$ cat config.mk
export PLATFORM = sky130hd
export DESIGN_NAME = secuenciador_filtro
export DESIGN_NICKNAME = d
export VERILOG_FILES = /design/src/rtl/filtro_pkg.sv /design/src/rtl/secuenciador_filtro_trunc_sat.sv /design/src/rtl/secuenciador_filtro.sv
export SDC_FILE = /design/constraint.sdc
export NUM_CORES = 2
export LEC_CHECK = 0
export ABC_AREA = 1
export CORE_UTILIZATION = 25
export DETAILED_ROUTE_END_ITERATION = 8
export DONT_BUFFER_PORTS = 1
export PLACE_DENSITY = 0.41
export SLEW_MARGIN = 0
export SYNTH_ARGS = -nofsm -noshare
export SYNTH_HDL_FRONTEND = slang
export SYNTH_SLANG_ARGS = --single-unit
$ cat constraint.sdc
create_clock -name clk -period 14.5 [get_ports clk]
set_input_delay 2.9 -clock clk [delete_from_list [all_inputs] [get_ports clk]]
set_output_delay 2.9 -clock clk [all_outputs]
set_load 0.05 [all_outputs]
$ cat src/rtl/filtro_pkg.sv
// Shared types and sizing helpers for the fixed-point filter sequencer.
package filtro_pkg;

  localparam int unsigned N_DEF    = 24;
  localparam int unsigned FRAC_DEF = 10;
  localparam int unsigned TAPS_DEF = 5;

  function automatic int unsigned idx_w(input int unsigned taps);
    return (taps > 1) ? $clog2(taps) : 1;
  endfunction

  function automatic int unsigned acc_w(input int unsigned n, input int unsigned taps);
    return 2 * n + idx_w(taps);
  endfunction

  localparam int unsigned ACC_W = acc_w(N_DEF, TAPS_DEF);

  typedef enum logic [1:0] {IDLE, MAC, SALIDA} estado_t;

endpackage

$ cat src/rtl/secuenciador_filtro_trunc_sat.sv
// Accumulator scaling: arithmetic shift by FRAC, then narrow to N bits.
// FILTRO_SAT_EN selects saturation; otherwise the low N bits wrap.
module trunc_sat #(
  parameter int unsigned N     = 24,
  parameter int unsigned FRAC  = 10,
  parameter int unsigned ACC_W = 51
) (
  input  logic signed [ACC_W-1:0] acc,
  output logic signed [N-1:0]     y
);

  logic signed [ACC_W-1:0] desplazado;

  always_comb desplazado = acc >>> FRAC;

`ifdef FILTRO_SAT_EN
  // In range only when every bit from N-1 upward equals the sign bit.
  always_comb begin
    y = desplazado[N-1:0];
    if (desplazado[ACC_W-1:N-1] != {(ACC_W-N+1){desplazado[ACC_W-1]}})
      y = desplazado[ACC_W-1] ? {1'b1, {(N-1){1'b0}}} : {1'b0, {(N-1){1'b1}}};
  end
`else
  logic unused_altos;

  always_comb y = desplazado[N-1:0];
  always_comb unused_altos = ^desplazado[ACC_W-1:N];
`endif

endmodule

$ cat src/rtl/secuenciador_filtro.sv
// Sample-in / MAC / output sequencer for the signed fixed-point FIR datapath.
// Optional output saturation via FILTRO_SAT_EN (see trunc_sat).
module secuenciador_filtro
  import filtro_pkg::*;
#(
  parameter int unsigned N    = N_DEF,
  parameter int unsigned FRAC = FRAC_DEF,
  parameter int unsigned TAPS = TAPS_DEF
) (
  input  logic                    clk,
  input  logic                    reset,
  input  logic signed [N-1:0]     muestra_in,
  input  logic                    muestra_valid,
  output logic                    listo,
  input  logic                    coef_we,
  input  logic [idx_w(TAPS)-1:0]  coef_addr,
  input  logic signed [N-1:0]     coef_data,
  output logic signed [N-1:0]     salida,
  output logic                    salida_valid,
  output logic                    ocupado
);

  localparam int unsigned IW = idx_w(TAPS);
  localparam int unsigned AW = acc_w(N, TAPS);

  estado_t              estado;
  logic signed [N-1:0]  x [TAPS];
  logic signed [N-1:0]  c [TAPS];
  logic signed [AW-1:0] acc;
  logic [IW-1:0]        idx;
  logic signed [2*N-1:0] prod;
  logic signed [N-1:0]  escalado;

  always_comb prod = x[idx] * c[idx];

  trunc_sat #(
    .N     (N),
    .FRAC  (FRAC),
    .ACC_W (AW)
  ) u_trunc_sat (
    .acc (acc),
    .y   (escalado)
  );

  always_ff @(posedge clk or posedge reset) begin
    if (reset) begin
      estado <= IDLE;
      for (int unsigned k = 0; k < TAPS; k++) begin
        x[k] <= '0;
        c[k] <= '0;
      end
      acc          <= '0;
      idx          <= '0;
      salida       <= '0;
      salida_valid <= 1'b0;
      listo        <= 1'b1;
      ocupado      <= 1'b0;
    end else begin
      salida_valid <= 1'b0;
      case (estado)
        IDLE: begin
          // Coefficient bank is writable only here, so it is frozen during a computation.
          if (coef_we && (int'(coef_addr) < TAPS))
            c[coef_addr] <= coef_data;
          if (muestra_valid) begin
            x[0] <= muestra_in;
            for (int unsigned k = 1; k < TAPS; k++)
              x[k] <= x[k-1];
            acc     <= '0;
            idx     <= '0;
            estado  <= MAC;
            listo   <= 1'b0;
            ocupado <= 1'b1;
          end
        end
        MAC: begin
          acc <= acc + AW'(prod);
          idx <= idx + IW'(1);
          if (idx == IW'(TAPS - 1))
            estado <= SALIDA;
        end
        SALIDA: begin
          salida       <= escalado;
          salida_valid <= 1'b1;
          estado       <= IDLE;
          listo        <= 1'b1;
          ocupado      <= 1'b0;
        end
        default: estado <= IDLE;
      endcase
    end
  end

endmodule

==> results.sh <==
export IMPL_status="finished clean"
export IMPL_min_delay_start="x[44]"
export IMPL_die_w_um=350
export IMPL_synth_distinct_cells=39
export IMPL_syn_area_um2=30300
export IMPL_busiest_layer="met2"
export IMPL_stdcell_count=5358
export IMPL_rsz0062_at_grt="false"
export IMPL_cts_hold_fix_buffers=0
export IMPL_num_vias=22800
export IMPL_grtUsageMet3_pct=2.17
export IMPL_layout_min_cycle_time_ns=8.88
export IMPL_crit_top_cell="nand2_1"
export IMPL_clockRootBuffer="clkbuf_16"
export IMPL_r2r_cells=38
export IMPL_crit_slowest_cell="buf_4"
export IMPL_grt_usage_pct=15.3
export IMPL_cts_sinks=306
export IMPL_cp_top_family="adder cells"
export IMPL_yosysSeqAreaShare_pct=25.3
export IMPL_reg2reg_slack_ns=5.62
export IMPL_maxSlewViolCount=0
export IMPL_worstPathBufferInverterCount=9
export IMPL_via_per_inst=4.26
export IMPL_cts_resized=0
export IMPL_worstSetupStartpointType="flop"
export IMPL_drive_above_1_share_pct=4.25
export IMPL_gp_congestion=0.788
export IMPL_syn2layout_area_growth_pct=10.4
export IMPL_boundaryPins=82
export IMPL_synth_edff_count=0
export IMPL_cts_reportedPaths_clkPinSlew_ns=0.07
export IMPL_grt_pass1_vias=24400
export IMPL_async_flop_share_pct=100
export IMPL_maxCapViolations=0
export IMPL_postCtsSetupBuffers=0
export IMPL_fin_setup_tns_ns=0
export IMPL_hold_depth=2
export IMPL_setup_viol=0
export IMPL_num_rows=127
export IMPL_die_area_um2=123000
export IMPL_drc=0
export IMPL_core_area_um2=120000
export IMPL_hold_viol=0
export IMPL_avgSynthCellArea_um2=7.98
export IMPL_drt_total_wl_mm=89.7
export IMPL_drtIter0Drc=1315
export IMPL_synthesis_nets=4433
export IMPL_initial_utilization_pct=25.2
export IMPL_synth_warning_count=0
export IMPL_crit_path_max_fanout=69
export IMPL_grt_first_pass_wirelength_mm=145
export IMPL_use_met1_pct=20.7
export IMPL_nets=4350
export IMPL_worst_r2r_endpoint="acc[30]"
export IMPL_io_buffers=0
export IMPL_endpoint_kind="flop"
export IMPL_clk_path_buf_depth=3
export IMPL_whs_endpoint="x[20]"
export IMPL_hp_class="flop to flop"
export IMPL_cts_tree="built"
export IMPL_ctsHtreeMaxLevel=2
export IMPL_syn_inst=3798
export IMPL_place_inst=5286
export IMPL_ys_flop_type="dfrtp_1"
export IMPL_max_slew_worst_pin_slew_ns=1.00
export IMPL_grt_max_degree=154
export IMPL_maxClockFrequency_mhz=113
export IMPL_grt_ovfl_total=0
export IMPL_clk_latency_ns=0.60
export IMPL_period_share_pct=61.3
export IMPL_antenna_found_initial=1
export IMPL_ys_ff_latch=306
export IMPL_grtUsageMet2_pct=25.9
export IMPL_slew_headroom_pct=33.3
export IMPL_ant_nets=0
export IMPL_wl_per_cell_um=16.7
export IMPL_critPathKind="flop to flop"
export IMPL_cp_arrival_ns=9.33
export IMPL_skew_ns=0.0431
export IMPL_dieHeight_um=350
export IMPL_dp_hpwl_mm=63.5
export IMPL_rr_startpoint="idx[0]"
export IMPL_first_pass_iters=5
export IMPL_cp_required_ns=14.95
export IMPL_numCtsBuffers=39
export IMPL_slowest_delay_ns=0.74
layout make-up:
cell class / count / area (um2)
inverters: 902 / 3400
fillers: 13200 / 86700
repair buffers: 58 / 448
well taps: 1612 / 2020
multi-input cells: 2408 / 18600
clock inverters: 10 / 168
clock buffers: 61 / 1160
diodes: 1 / 2.50
flip-flops and latches: 306 / 7660
cell usage after synthesis (8+ instances only):
cell / count / area share (%)
o21ai_1: 12 / 0.20
a21oi_1: 78 / 1.3
nand3b_1: 10 / 0.25
xnor2_1: 10 / 0.29
nand3_1: 128 / 2.1
inv_1: 897 / 11
nor2_1: 34 / 0.42
xor2_1: 8 / 0.23
buf_2: 20 / 0.33
clkbuf_1: 143 / 1.8
fa_1: 448 / 30
dfrtp_1: 305 / 25
buf_1: 16 / 0.20
nand2_1: 1198 / 15
o21ai_0: 284 / 4.7
a32o_1: 11 / 0.36
ha_1: 132 / 5.5
o22ai_1: 8 / 0.17
cells in the final DEF, fill, tap and decap left out, drive strengths merged, types with 4 or more instances in the layout:
| cell | count |
|---|---|
| ha | 132 |
| a21oi | 78 |
| clkinv | 8 |
| dfrtp | 305 |
| xnor2 | 10 |
| fa | 448 |
| nor3 | 4 |
| o21ai | 304 |
| buf | 58 |
| or2 | 5 |
| nand4 | 7 |
| xor2 | 8 |
| inv | 902 |
| nand3 | 128 |
| nand2 | 1199 |
| o22ai | 8 |
| nand3b | 10 |
| o21bai | 6 |
| a32o | 11 |
| clkbuf | 61 |
| nor2 | 34 |
through the flow:
| step | util [%] | hold slack, ns | setup WS [ns] | cell area (um2) |
|---|---|---|---|---|
| final | 27.8 | 0.479 | 5.62 | 33500 |
| after global routing | 27.8 | 0.492 | 4.93 | 33500 |
| after CTS | 27.8 | 0.467 | 5.52 | 33400 |
| after detailed placement | 26.7 | 0.465 | 5.56 | 32100 |
| after global placement | 26.7 | 0.462 | 5.65 | 32100 |
| after floorplan | - | 0.449 | 3.14 | 30300 |
metal layers:
metal	share of wire (%)	vias up	wire length [um]
met5	0	-	0
met4	1.8	0	1590
met3	3.4	73	3090
met2	48	315	42900
met1	47	11400	42100
li1	-	11000	-
tightest hold or removal path, stage by stage (launching register included):
cell and delay (ns):
dfrtp_1 0.37, nand2_1 0.06, nand2_1 0.05
kinds of logic after synthesis:
kind of cell | Yosys count | synth area share, %
and+or+nand+nor | 1388 | 18.0
buffers and inverters | 1084 | 13.6
adders and majority gates | 580 | 35.0
AOI/OAI and AO/OA | 422 | 7.58
DFF | 306 | 25.3
xor gates and xnor gates | 18 | 0.520
how the worst max path moves through the flow:
stage	end	cells past startpoint	slack [ns]	start
3_5_place_dp	acc[30]	38	5.56	idx[0]
3_3_place_gp	acc[30]	38	5.65	idx[0]
5_1_grt	acc[30]	38	4.93	idx[0]
6_report	acc[30]	38	5.62	idx[0]
4_1_cts	acc[30]	38	5.52	idx[0]
2_1_floorplan	acc[0]	1	3.14	reset
registers in the layout, summed over array words and instances, names as in the netlist, 2 cells and up:
name,cells
c,120
x,120
acc,34
estado,2
salida,24
idx,3
Power is left out: the tool's default activity adds up to more than one toggle a clock period on the data nets, which glitch-free logic cannot reach.
